## src/rtl/alarm_clock_ctrl.sv

```systemverilog
// alarm_clock_ctrl: timekeeping and alarm controller for the alarm clock.
// A prescaler produces a one-cycle tick every TICKS_PER_SEC clocks. The
// controller keeps BCD hh:mm:ss (24 h) plus a BCD alarm hh:mm. A button-driven
// mode FSM (RUN -> SET_H -> SET_M -> SET_AH -> SET_AM -> RUN) edits them, and
// the alarm ring is started on a time match and stopped on timeout, dismiss,
// mode or when the alarm is disabled.
// Ports:
//   clk_clk      system clock
//   reset_reset  asynchronous, active-high reset
//   buttons      [0]=mode [1]=inc [2]=dec [3]=dismiss (debounced, active-high)
//   alarm_en     alarm enable switch
//   hour_tens .. sec_units  registered BCD display digits
//   leds         ring pattern while ringing, else {alarm_en, 0000, one-hot mode}
//   ringing      alarm active
module alarm_clock_ctrl #(
    parameter int TICKS_PER_SEC = 50000000,
    parameter int RING_SECS     = 60
) (
    input  logic       clk_clk,
    input  logic       reset_reset,
    input  logic [3:0] buttons,
    input  logic       alarm_en,
    output logic [3:0] hour_tens,
    output logic [3:0] hour_units,
    output logic [3:0] min_tens,
    output logic [3:0] min_units,
    output logic [3:0] sec_tens,
    output logic [3:0] sec_units,
    output logic [9:0] leds,
    output logic       ringing
);

    localparam int PW = (TICKS_PER_SEC > 1) ? $clog2(TICKS_PER_SEC) : 1;
    localparam logic [PW-1:0] PRESC_MAX = PW'(TICKS_PER_SEC - 1);
    localparam logic [7:0]    RING_LOAD = 8'(RING_SECS);

    localparam logic [2:0] MODE_RUN    = 3'd0;
    localparam logic [2:0] MODE_SET_H  = 3'd1;
    localparam logic [2:0] MODE_SET_M  = 3'd2;
    localparam logic [2:0] MODE_SET_AH = 3'd3;
    localparam logic [2:0] MODE_SET_AM = 3'd4;

    // Two-digit BCD increment, wrapping max_v -> 00.
    function automatic logic [7:0] bcd_inc(input logic [7:0] v, input logic [7:0] max_v);
        logic [7:0] r;
        if (v == max_v) begin
            r = 8'h00;
        end else if (v[3:0] == 4'd9) begin
            r = {v[7:4] + 4'd1, 4'd0};
        end else begin
            r = {v[7:4], v[3:0] + 4'd1};
        end
        return r;
    endfunction

    // Two-digit BCD decrement, wrapping 00 -> max_v.
    function automatic logic [7:0] bcd_dec(input logic [7:0] v, input logic [7:0] max_v);
        logic [7:0] r;
        if (v == 8'h00) begin
            r = max_v;
        end else if (v[3:0] == 4'd0) begin
            r = {v[7:4] - 4'd1, 4'd9};
        end else begin
            r = {v[7:4], v[3:0] - 4'd1};
        end
        return r;
    endfunction

    // Apply an inc or dec event (at most one is set) to a BCD field.
    function automatic logic [7:0] bcd_step(input logic [7:0] v, input logic [7:0] max_v,
                                            input logic inc, input logic dec);
        logic [7:0] r;
        if (inc) begin
            r = bcd_inc(v, max_v);
        end else if (dec) begin
            r = bcd_dec(v, max_v);
        end else begin
            r = v;
        end
        return r;
    endfunction

    // One-hot mode indication for the status LEDs.
    function automatic logic [4:0] mode_onehot(input logic [2:0] m);
        logic [4:0] r;
        case (m)
            MODE_RUN:    r = 5'b00001;
            MODE_SET_H:  r = 5'b00010;
            MODE_SET_M:  r = 5'b00100;
            MODE_SET_AH: r = 5'b01000;
            MODE_SET_AM: r = 5'b10000;
            default:     r = 5'b00001;
        endcase
        return r;
    endfunction

    logic [PW-1:0] presc_r;
    logic [2:0]    mode_r;
    logic [7:0]    hh_r, mm_r, ss_r;
    logic [7:0]    al_hh_r, al_mm_r;
    logic [3:0]    btn_prev_r;
    logic          ring_r;
    logic [7:0]    ring_cnt_r;
    logic          ring_phase_r;
    logic [23:0]   digits_r;
    logic [9:0]    leds_r;

    logic [3:0]    rise_s;
    logic          ev_mode_s, ev_dismiss_s, ev_inc_s, ev_dec_s;
    logic          tick_s, counting_s, match_s;
    logic [PW-1:0] presc_nxt_s;
    logic [2:0]    mode_nxt_s;
    logic [7:0]    hh_nxt_s, mm_nxt_s, ss_nxt_s;
    logic [7:0]    al_hh_nxt_s, al_mm_nxt_s;
    logic          ring_nxt_s;
    logic [7:0]    ring_cnt_nxt_s;
    logic          ring_phase_nxt_s;
    logic [23:0]   digits_nxt_s;
    logic [9:0]    leds_nxt_s;

    // Button edge detection and event priority: mode > dismiss > inc > dec.
    always_comb begin
        rise_s       = buttons & ~btn_prev_r;
        ev_mode_s    = rise_s[0];
        ev_dismiss_s = rise_s[3] & ~rise_s[0];
        ev_inc_s     = rise_s[1] & ~rise_s[0] & ~rise_s[3];
        ev_dec_s     = rise_s[2] & ~rise_s[0] & ~rise_s[3] & ~rise_s[1];
        tick_s       = (presc_r == PRESC_MAX);
        // Time keeps running while the alarm is being edited, frozen while time is.
        counting_s   = (mode_r == MODE_RUN) || (mode_r == MODE_SET_AH) || (mode_r == MODE_SET_AM);
    end

    // Next-state for prescaler, time, alarm and mode.
    always_comb begin
        presc_nxt_s = tick_s ? {PW{1'b0}} : presc_r + PW'(1);
        hh_nxt_s    = hh_r;
        mm_nxt_s    = mm_r;
        ss_nxt_s    = ss_r;
        al_hh_nxt_s = al_hh_r;
        al_mm_nxt_s = al_mm_r;
        mode_nxt_s  = mode_r;

        if (tick_s && counting_s) begin
            ss_nxt_s = bcd_inc(ss_r, 8'h59);
            if (ss_r == 8'h59) begin
                mm_nxt_s = bcd_inc(mm_r, 8'h59);
                if (mm_r == 8'h59) begin
                    hh_nxt_s = bcd_inc(hh_r, 8'h23);
                end else begin
                    hh_nxt_s = hh_r;
                end
            end else begin
                mm_nxt_s = mm_r;
            end
        end else begin
            ss_nxt_s = ss_r;
        end

        case (mode_r)
            MODE_SET_H:  hh_nxt_s    = bcd_step(hh_r, 8'h23, ev_inc_s, ev_dec_s);
            MODE_SET_M:  mm_nxt_s    = bcd_step(mm_r, 8'h59, ev_inc_s, ev_dec_s);
            MODE_SET_AH: al_hh_nxt_s = bcd_step(al_hh_r, 8'h23, ev_inc_s, ev_dec_s);
            MODE_SET_AM: al_mm_nxt_s = bcd_step(al_mm_r, 8'h59, ev_inc_s, ev_dec_s);
            default:     al_mm_nxt_s = al_mm_r;
        endcase

        if (ev_mode_s) begin
            case (mode_r)
                MODE_RUN: begin
                    // Setting starts from a whole minute and a fresh second.
                    mode_nxt_s  = MODE_SET_H;
                    ss_nxt_s    = 8'h00;
                    presc_nxt_s = {PW{1'b0}};
                end
                MODE_SET_H:  mode_nxt_s = MODE_SET_M;
                MODE_SET_M: begin
                    // First second after the edit is a full one.
                    mode_nxt_s  = MODE_SET_AH;
                    presc_nxt_s = {PW{1'b0}};
                end
                MODE_SET_AH: mode_nxt_s = MODE_SET_AM;
                MODE_SET_AM: mode_nxt_s = MODE_RUN;
                default:     mode_nxt_s = MODE_RUN;
            endcase
        end else begin
            mode_nxt_s = mode_r;
        end
    end

    // Alarm match, ring sequencing and registered output values.
    always_comb begin
        match_s = tick_s && (mode_r == MODE_RUN) && !ev_mode_s && alarm_en &&
                  (ss_nxt_s == 8'h00) && (mm_nxt_s == al_mm_r) && (hh_nxt_s == al_hh_r);

        ring_nxt_s       = ring_r;
        ring_cnt_nxt_s   = ring_cnt_r;
        ring_phase_nxt_s = ring_phase_r;

        if (ring_r) begin
            if (ev_mode_s || ev_dismiss_s || !alarm_en) begin
                ring_nxt_s     = 1'b0;
                ring_cnt_nxt_s = 8'd0;
            end else if (tick_s) begin
                ring_phase_nxt_s = ~ring_phase_r;
                if (ring_cnt_r <= 8'd1) begin
                    ring_nxt_s     = 1'b0;
                    ring_cnt_nxt_s = 8'd0;
                end else begin
                    ring_cnt_nxt_s = ring_cnt_r - 8'd1;
                end
            end else begin
                ring_nxt_s = 1'b1;
            end
        end else if (match_s) begin
            // A match while already ringing lands in the branch above, so no reload.
            ring_nxt_s       = 1'b1;
            ring_cnt_nxt_s   = RING_LOAD;
            ring_phase_nxt_s = 1'b0;
        end else begin
            ring_nxt_s = 1'b0;
        end

        if (ring_nxt_s) begin
            leds_nxt_s = ring_phase_nxt_s ? 10'h000 : 10'h3FF;
        end else begin
            leds_nxt_s = {alarm_en, 4'b0000, mode_onehot(mode_nxt_s)};
        end

        if ((mode_r == MODE_SET_AH) || (mode_r == MODE_SET_AM)) begin
            digits_nxt_s = {al_hh_r, al_mm_r, 8'h00};
        end else begin
            digits_nxt_s = {hh_r, mm_r, ss_r};
        end
    end

    // State and output registers.
    always_ff @(posedge clk_clk or posedge reset_reset) begin
        if (reset_reset) begin
            presc_r      <= {PW{1'b0}};
            mode_r       <= MODE_RUN;
            hh_r         <= 8'h00;
            mm_r         <= 8'h00;
            ss_r         <= 8'h00;
            al_hh_r      <= 8'h00;
            al_mm_r      <= 8'h00;
            btn_prev_r   <= 4'b0000;
            ring_r       <= 1'b0;
            ring_cnt_r   <= 8'd0;
            ring_phase_r <= 1'b0;
            digits_r     <= 24'h000000;
            leds_r       <= 10'h001;
        end else begin
            presc_r      <= presc_nxt_s;
            mode_r       <= mode_nxt_s;
            hh_r         <= hh_nxt_s;
            mm_r         <= mm_nxt_s;
            ss_r         <= ss_nxt_s;
            al_hh_r      <= al_hh_nxt_s;
            al_mm_r      <= al_mm_nxt_s;
            btn_prev_r   <= buttons;
            ring_r       <= ring_nxt_s;
            ring_cnt_r   <= ring_cnt_nxt_s;
            ring_phase_r <= ring_phase_nxt_s;
            digits_r     <= digits_nxt_s;
            leds_r       <= leds_nxt_s;
        end
    end

    assign {hour_tens, hour_units, min_tens, min_units, sec_tens, sec_units} = digits_r;
    assign leds    = leds_r;
    assign ringing = ring_r;

endmodule
```

## config.mk

```make
export PLATFORM = sky130hd
export DESIGN_NAME = alarm_clock_ctrl
export DESIGN_NICKNAME = d
export VERILOG_FILES = /design/src/rtl/alarm_clock_ctrl.sv
export SDC_FILE = /design/constraint.sdc
export NUM_CORES = 1
export LEC_CHECK = 0
export BUFFER_PORTS_ARGS = -buffer_cell sky130_fd_sc_hd__buf_2
export CAP_MARGIN = 20
export CORE_AREA = 4 4 122 124
export DETAILED_ROUTE_END_ITERATION = 12
export DIE_AREA = 0 0 126 128
export GPL_TIMING_DRIVEN = 1
export PLACE_DENSITY = 0.83
export SKIP_LAST_GASP = 1
export SYNTH_ARGS = -nofsm -noshare
export SYNTH_HDL_FRONTEND = slang
export SYNTH_SLANG_ARGS = --single-unit
export TNS_END_PERCENT = 1
```

## constraint.sdc

```tcl
create_clock -name clk_clk -period 10 [get_ports clk_clk]
set_clock_uncertainty 0.2 [all_clocks]
set_input_delay 3 -clock clk_clk [delete_from_list [all_inputs] [get_ports clk_clk]]
set_output_delay 3 -clock clk_clk [all_outputs]
set_load 0.005 [all_outputs]
```

After elaboration in Yosys (flattened, before gate mapping)
Index checks and enable logic that the tools add are counted.
{"block": "totals", "register_bits": 117, "latchBits": 0, "ramBits": 0, "rom_bits": 0, "in_bits": 7, "n_memories": 0}
{"block": "classes", "addsub": 20, "mul": 0, "n_div": 0, "n_lt_le_gt_ge": 1, "n_eq_ne": 24, "n_shift": 0, "n_mux": 59, "bitwise": 12, "n_reduce_logical": 34}
{"op": "2-to-1 mux 8 bit", "count": 41}
{"op": "2-to-1 mux 26 bit", "count": 3}
{"op": "adder 4 x 1 -> 4 bit, second input constant", "count": 10}
{"op": "zero test 8 bit", "count": 5}
{"op": "subtractor 4 x 1 -> 4 bit, second input constant", "count": 8}
{"op": "adder 26 x 1 -> 26 bit, second input constant", "count": 1}
{"op": "equality test 26 bit, second input constant", "count": 1}
{"op": "equality test 8 x 7 -> 1 bit, second input constant", "count": 3}
{"op": "2-to-1 mux 24 bit", "count": 1}
{"op": "equality test 4 bit, second input constant", "count": 5}
{"op": "2-to-1 mux 10 bit", "count": 2}
{"op": "one-hot mux 5 bit (4 select lines)", "count": 1}
{"op": "equality test 8 x 6 -> 1 bit, second input constant", "count": 2}
{"op": "equality test 8 bit", "count": 2}
{"op": "zero test 4 bit", "count": 4}
{"op": "equality test 3 x 2 -> 1 bit, second input constant", "count": 4}
{"op": "one-hot mux 3 bit (4 select lines)", "count": 1}
{"op": "2-to-1 mux 1 bit", "count": 9}
{"op": "inequality test 3 x 1 -> 1 bit, second input constant", "count": 3}
{"op": "less-or-equal comparator 8 x 1 -> 1 bit, second input constant", "count": 1}
{"op": "AND reduction 4 bit", "count": 2}
{"op": "subtractor 8 x 1 -> 8 bit, second input constant", "count": 1}
{"op": "logical AND 1 bit", "count": 7}
{"op": "bitwise AND 1 bit", "count": 6}
{"op": "13 further kinds", "count": 27}

Longest topological paths before layout
Gate-level depths: netlist of the first run.
{"block": "logic_depth", "word_depth": 16, "mapped_depth": 14, "depth_no_buf": 11}

Least setup slack after synthesis of the first run
Ideal clock, no wire load.
{"block": "synth_timing", "path_type": "input-to-reg", "startpoint": "input port buttons[0]", "endpoint": "register ring_cnt_r[1]", "setup_time_ns": 0.120, "arrival_ns": 5.841, "required_time_ns": 9.680, "setup_slack_ns": 3.840, "path_stages": 11, "n_path_buf": 2, "path_cell_list": "nor2b_1 clkbuf_1 nor3_1 nand2_1 o311a_1 xnor2_1 a2111o_1 or4_4 or3_1 buf_2 a31o_1"}
{"block": "synth_via", "elab_chain_cells": 13, "word_cells_on_any_way": 31, "classes_between": "eq/ne (3); mux (9); bitwise (8); reduce/logical (11)"}
{"item": "start: declaration", "line": "21", "source": "input logic [3:0] buttons,"}
{"item": "bitwise AND 4 bit *", "line": "123", "source": "rise_s = buttons & ~btn_prev_r;"}
{"item": "NOT 1 bit", "line": "125, 126, 127"}
{"item": "bitwise AND 1 bit (3 in a row)", "line": "127", "source": "ev_dec_s = rise_s[2] & ~rise_s[0] & ~rise_s[3] & ~rise_s[1];"}
{"item": "2-to-1 mux 8 bit", "line": "75", "source": "end else if (dec) begin"}
{"item": "2-to-1 mux 8 bit", "line": "73", "source": "if (inc) begin"}
{"item": "2-to-1 mux 8 bit", "line": "159", "source": "case (mode_r)"}
{"item": "equality test 8 bit", "line": "193", "source": "(ss_nxt_s == 8'h00) && (mm_nxt_s == al_mm_r) && (hh_nxt_s == al_hh_r);"}
{"item": "logical AND 1 bit (2 in a row)", "line": "193"}
{"item": "nonzero test 2 bit (no source line)"}
{"item": "AND reduction 2 bit (no source line)"}
{"item": "end signal: assignment", "line": "262", "source": "ring_cnt_r <= ring_cnt_nxt_s;"}
{"item": "end: declaration", "line": "103", "source": "logic [7:0] ring_cnt_r;"}
Every way passes the cells marked *; elsewhere a longest branch is shown, timed or not.
A chain may end at the register's enable or synchronous reset.

Worst setup path in the final report of the first run
Same ends and word-level chain as after synthesis.

==> results.sh, run 1 <==
export IMPL_status="finished clean"
export IMPL_setup_violations=0
export IMPL_gp_congestion=0.973
export IMPL_syn_nets=942
export IMPL_globalRouteTotalUtil=0.258
export IMPL_syn_area_um2=7730
export IMPL_pre_cts_slack_ns=2.90
export IMPL_overflow=0
export IMPL_die_area_um2=16100
export IMPL_finalWirelength_mm=20.1
export IMPL_drtIter0Drc=932
export IMPL_num_antenna_cells=0
export IMPL_synthCells=904
export IMPL_synth_flop_cell="dfrtp_1"
export IMPL_synth_seq_cells=114
export IMPL_rr_endpoint="ring_cnt_r[1]"
export IMPL_ff2ff_setup_slack_ns=5.29
export IMPL_setup_slack_ns=3.25
export IMPL_cp_cell_sequence="buf_2, nand2b_1, nand4_1, o311a_1, xnor2_1, a2111o_1, or4_4, or3_1, a31o_1"
export IMPL_synth_seq_area_share=0.369
export IMPL_p_per_area_nw_per_um2=238
export IMPL_fin_crit_sh=0.675
export IMPL_synth_edff_count=0
export IMPL_cts_tree="yes"
export IMPL_hp_start="ring_cnt_r[7]"
export IMPL_cts_post_setup_buffers_inserted=0
export IMPL_grt_first_pass_wirelength_mm=33.9
export IMPL_fp_coreArea_um2=13800
export IMPL_die_w_um=126
export IMPL_antenna_found_initial=0
export IMPL_clkTransAtPathRegs_ns=0.05
export IMPL_ant_nets=0
export IMPL_drcViolationCount=0
export IMPL_cts_resized=0
export IMPL_clkLatencyLatePin_ns=0.43
export IMPL_die_h_um=128
export IMPL_cp_required_ns=10.11
export IMPL_yosys_area_top_type="dfrtp_1"
export IMPL_cts_num_sinks=114
export IMPL_cts_root_buf="clkbuf_16"
export IMPL_cts_hold_buf=0
export IMPL_drive_gt1_frac=0.125
export IMPL_path_delay_family="simple AND/OR/NAND/NOR gates"
export IMPL_end_kind="flop"
export IMPL_start_kind="input port"
export IMPL_arrival_ns=6.86
export IMPL_max_stage_delay_ns=0.79
export IMPL_num_vias=7163
export IMPL_peakVddDrop_mv=0.169
export IMPL_fin_util=0.620
export IMPL_synth_distinct_cells=77
export IMPL_setup_tns_ns=0
export IMPL_crit_buf_inv=1
export IMPL_max_freq_mhz=148
export IMPL_clk_path_buf_depth=2
export IMPL_post_synth_top_count_cell="dfrtp_1"
export IMPL_yosys_top_cells_count="113 x dfrtp_1, 94 x nor2_1, 75 x nand2_1"
export IMPL_hold_viol=0
export IMPL_cts_buffers=17
export IMPL_min_to="ring_cnt_r[7]"
export IMPL_io_buffers=41
export IMPL_critPathSlowestCell="nand4_1"
export IMPL_maxSlewViolCount=0
export IMPL_syn_area_per_cell_um2=8.55
export IMPL_drtPass1Iterations=6
export IMPL_synth_top_area_frac=0.366
export IMPL_ys_warn_count=0
export IMPL_syn_to_final_growth_pct=10.5
export IMPL_hpwl_mm=13.9
export IMPL_ff2ff_path_depth=10
export IMPL_htreeDepth=4
export IMPL_nets=951
export IMPL_start_util=0.561
export IMPL_grt_pass1_vias=6705
export IMPL_max_slew_margin=0.361
export IMPL_hold_depth=1
export IMPL_synthTopCellsByArea="dfrtp_1 37%, ha_1 5.0%, nor2_1 4.6%, o21ai_0 3.9%, nand2_1 3.6%"
export IMPL_viasPerCell=6.48
export IMPL_r2r_start="presc_r[0]"
export IMPL_tightestPinTransition_ns=0.950
export IMPL_wl_per_cell_um=18.2
export IMPL_grt_max_degree=60
export IMPL_boundaryPins=42
export IMPL_period_minus_slack_ns=6.75
export IMPL_path_max_fanout=19
export IMPL_hold_path_class="flop to flop"
export IMPL_async_flop_share=1.00
export IMPL_rsz0062_at_grt="false"
export IMPL_p_leak_uw=0.00373
export IMPL_row_count=43
export IMPL_worstSetupPathType="input port to flop"
export IMPL_maxCapViolCount=0
## cell type report
cell class / count / area (um2)
clock buffers: 18 / 439
clock inverters: 14 / 130
fillers: 1232 / 5230
inverters: 33 / 126
multi-input cells: 699 / 4510
flip-flops and latches: 114 / 2850
well taps: 180 / 225
repair buffers: 48 / 258
## where the power goes
group	internal, uW	switching [uW]	leakage (uW)	total [uW]
Clock	349	236	0.000265	585
Sequential	559	156	0.00146	715
Combinational	305	424	0.00201	729
## placed cells by master, fill, tap and decap left out, types with 5 or more instances in the layout
cell,Yosys,routed
nor2b_1,9,9
nand4_1,15,15
nand3_1,43,43
mux2i_1,13,13
or4_1,10,10
nand2_1,75,75
o211ai_1,14,14
mux2_2,13,13
o21ai_0,60,60
xnor2_1,15,15
and3_1,9,9
or2_2,8,8
a211o_1,6,6
a21o_1,5,5
inv_1,33,32
dfrtp_1,113,113
xor2_1,20,20
clkinvlp_4,0,5
and2_1,18,18
clkbuf_16,0,17
nor2_1,94,94
a31oi_1,9,9
ha_1,31,31
nor4_1,15,15
and3b_1,6,6
nand3b_1,10,10
a211oi_1,6,6
nor3_1,23,22
or3_1,10,10
buf_2,5,41
a21oi_1,40,39
o31ai_1,10,10
nor3b_1,8,8
o41ai_1,8,8
buf_4,5,7
nand2b_1,16,16
## flip-flops by register name, indices dropped and copies added (netlist names)
signal	count
ring_phase_r	1
al_hh_r	8
leds	7
mm_r	8
al_mm_r	8
ringing	1
presc_r	26
ss_r	8
btn_prev_r	4
mode_r	3
ring_cnt_r	8
digits_r	24
hh_r	8
## through the flow
step	total power (uW)	area, um2	hold WS (ns)	instances
floorplan	1220	7730	0.248	904
global placement	1410	7980	0.270	1074
detailed placement	1430	7980	0.269	1074
CTS	2020	8550	0.284	1106
global route	2170	8550	0.297	1106
finish	2030	8550	0.291	1106
## routing by layer
layer / track usage / part of all wire / vias to the layer above
met5: 0 / 0 / -
met4: 0.0972 / 0.026 / 0
met3: 0.0604 / 0.079 / 57
met2: 0.403 / 0.46 / 346
met1: 0.350 / 0.44 / 3431
li1: - / - / 3329
## cell families (layout without fill, tap and decap cells)
group	Yosys count	after routing	synth area share
xor+xnor	35	35	0.0396
simple gates	388	388	0.264
mux	26	26	0.0358
buf+inv	91	113	0.0484
flops	114	114	0.369
compound gates	219	219	0.193
fa+ha+maj	31	31	0.0502
## worst max path at each step
stage                startpoint  depth (start not counted)  slack (ns)            end
finish               buttons[0]                          9        3.25  ring_cnt_r[1]
global route         buttons[0]                          9        3.05  ring_cnt_r[1]
CTS                  buttons[0]                          9        3.31  ring_cnt_r[1]
detailed placement   buttons[0]                          9        2.90  ring_cnt_r[1]
global placement     buttons[0]                          9        2.89  ring_cnt_r[1]
floorplan           reset_reset                          1        3.79     al_hh_r[0]
(Power assumes the default switching activity.)
==> inputs of run 2 (changes only) <==
CORE_AREA = 4 4 123 125   (was 4 4 122 124)
DIE_AREA = 0 0 127 129   (was 0 0 126 128)
PLACE_DENSITY = 0.85   (was 0.83)
clock period = 5.5 ns   (was 10 ns; I/O delays follow)
==> results.sh, run 2 (synthesis gave the netlist of run 1 again) <==
export IMPL_status="finished clean"
export IMPL_cts_buffers=17
export IMPL_tightestPinTransition_ns=1.11
export IMPL_crit_end="ring_cnt_r[1]"
export IMPL_largest_register_ffs=26
export IMPL_rr_endpoint="ring_cnt_r[1]"
export IMPL_hpwl_mm=14.0
export IMPL_arrival_ns=4.88
export IMPL_reg_largest_list="presc_r (26), digits_r (24)"
export IMPL_cts_tree="yes"
export IMPL_nets=957
export IMPL_antenna_found_initial=0
export IMPL_drcViolationCount=0
export IMPL_max_stage_delay_ns=0.57
export IMPL_ff2ff_setup_slack_ns=0.88
export IMPL_multi_input_area_um2=4510
export IMPL_cts_root_buf="clkbuf_16"
export IMPL_num_antenna_cells=0
export IMPL_htreeDepth=4
export IMPL_start_kind="input port"
export IMPL_boundaryPins=42
export IMPL_viasPerCell=6.47
export IMPL_path_depth=11
export IMPL_hold_viol=0
export IMPL_ff2ff_path_depth=10
export IMPL_maxCapViolCount=0
export IMPL_worstSetupPathType="input port to flop"
export IMPL_num_vias=7191
export IMPL_p_leak_uw=0.00377
export IMPL_regMostFlops="presc_r"
export IMPL_clkLatencyLatePin_ns=0.43
export IMPL_gp_congestion=1.06
export IMPL_grt_pass1_vias=6828
export IMPL_period_minus_slack_ns=4.77
export IMPL_start_util=0.557
export IMPL_seq_area_um2=2850
export IMPL_cts_hold_buf=0
export IMPL_crit_buf_inv=2
export IMPL_die_h_um=129
export IMPL_grt_first_pass_wirelength_mm=33.7
export IMPL_globalRouteTotalUtil=0.253
export IMPL_final_common_cell="dfrtp_1"
export IMPL_io_buffers=41
export IMPL_fillerInstances=1141
export IMPL_syn_to_final_growth_pct=11.4
export IMPL_path_delay_family="compound AO/OA/AOI/OAI gates"
export IMPL_drtPass1Iterations=6
export IMPL_final_cell_mix="113 x dfrtp_1, 94 x nor2_1, 75 x nand2_1"
export IMPL_fin_crit_sh=0.867
export IMPL_cts_num_sinks=114
export IMPL_overflow=0
export IMPL_worstSetupStartpoint="buttons[0]"
export IMPL_row_count=43
export IMPL_drtIter0Drc=880
export IMPL_cp_cell_sequence="buf_2, nor2b_1, nor4_2, buf_4, o211ai_1, a211o_1, a21oi_1, nand3_1, a2111o_1, or3_1, a31o_1"
export IMPL_wl_per_cell_um=18.3
export IMPL_fin_area_um2=8610
export IMPL_p_per_area_nw_per_um2=434
export IMPL_max_freq_mhz=210
export IMPL_path_max_fanout=11
export IMPL_finalWirelength_mm=20.4
export IMPL_ant_nets=0
export IMPL_die_area_um2=16400
export IMPL_r2r_start="presc_r[0]"
export IMPL_end_kind="flop"
export IMPL_setup_violations=0
export IMPL_fp_coreArea_um2=13900
export IMPL_setup_tns_ns=0
export IMPL_cts_post_setup_buffers_inserted=0
export IMPL_maxSlewViolCount=0
export IMPL_clkTransAtPathRegs_ns=0.05
export IMPL_hold_path_class="flop to flop"
export IMPL_cts_resized=0
export IMPL_critPathSlowestCell="nor4_2"
export IMPL_die_w_um=127
export IMPL_max_slew_margin=0.262
export IMPL_drive_gt1_frac=0.129
export IMPL_rsz0062_at_grt="false"
export IMPL_clk_path_buf_depth=2
export IMPL_peakVddDrop_mv=0.352
export IMPL_grt_max_degree=59
export IMPL_cp_required_ns=5.61
export IMPL_placed_area_um2=8030
## run 2: where the power goes
group | total, uW | leakage, uW | internal, uW | switching [uW]
clock network | 1090 | 0.000277 | 679 | 414
logic | 1350 | 0.00204 | 558 | 788
registers | 1300 | 0.00146 | 1020 | 285
total | 3740 | 0.00377 | 2250 | 1490
## run 2: through the flow
| stage | hold slack, ns | instances | total power [uW] | setup slack (ns) | utilization |
|---|---|---|---|---|---|
| floorplan | 0.248 | 904 | 2210 | 0.636 | - |
| global placement | 0.273 | 1080 | 2580 | 0.455 | 0.579 |
| detailed placement | 0.281 | 1080 | 2600 | 0.398 | 0.579 |
| CTS | 0.286 | 1112 | 3710 | 0.814 | 0.621 |
| global route | 0.307 | 1112 | 3950 | 0.607 | 0.621 |
| finish | 0.288 | 1112 | 3740 | 0.730 | 0.621 |
## run 2: metal layers
| layer | vias to the layer above | routed length, um | GRT usage |
|---|---|---|---|
| li1 | 3339 | - | - |
| met1 | 3436 | 8680 | 0.335 |
| met2 | 352 | 9420 | 0.407 |
| met3 | 64 | 1630 | 0.0556 |
| met4 | 0 | 656 | 0.104 |
| met5 | - | 0 | 0 |
## run 2: worst min path at each step
| stage | from | end | slack, ns | cells past startpoint |
|---|---|---|---|---|
| after global placement | presc_r[0] | presc_r[0] | 0.27 | 1 |
| after floorplan | presc_r[0] | presc_r[0] | 0.25 | 1 |
| after global routing | ring_cnt_r[7] | ring_cnt_r[7] | 0.31 | 1 |
| after CTS | presc_r[0] | presc_r[0] | 0.29 | 1 |
| after detailed placement | ring_cnt_r[7] | ring_cnt_r[7] | 0.28 | 1 |
| final | presc_r[0] | presc_r[0] | 0.29 | 1 |
## run 2: cell type report
class                   instances  area share
inverters                      33      0.0147
clock buffers                  20      0.0519
well taps                     180      0.0261
flip-flops and latches        114       0.331
repair buffers                 54      0.0366
multi-input cells             699       0.524
clock inverters                12      0.0154
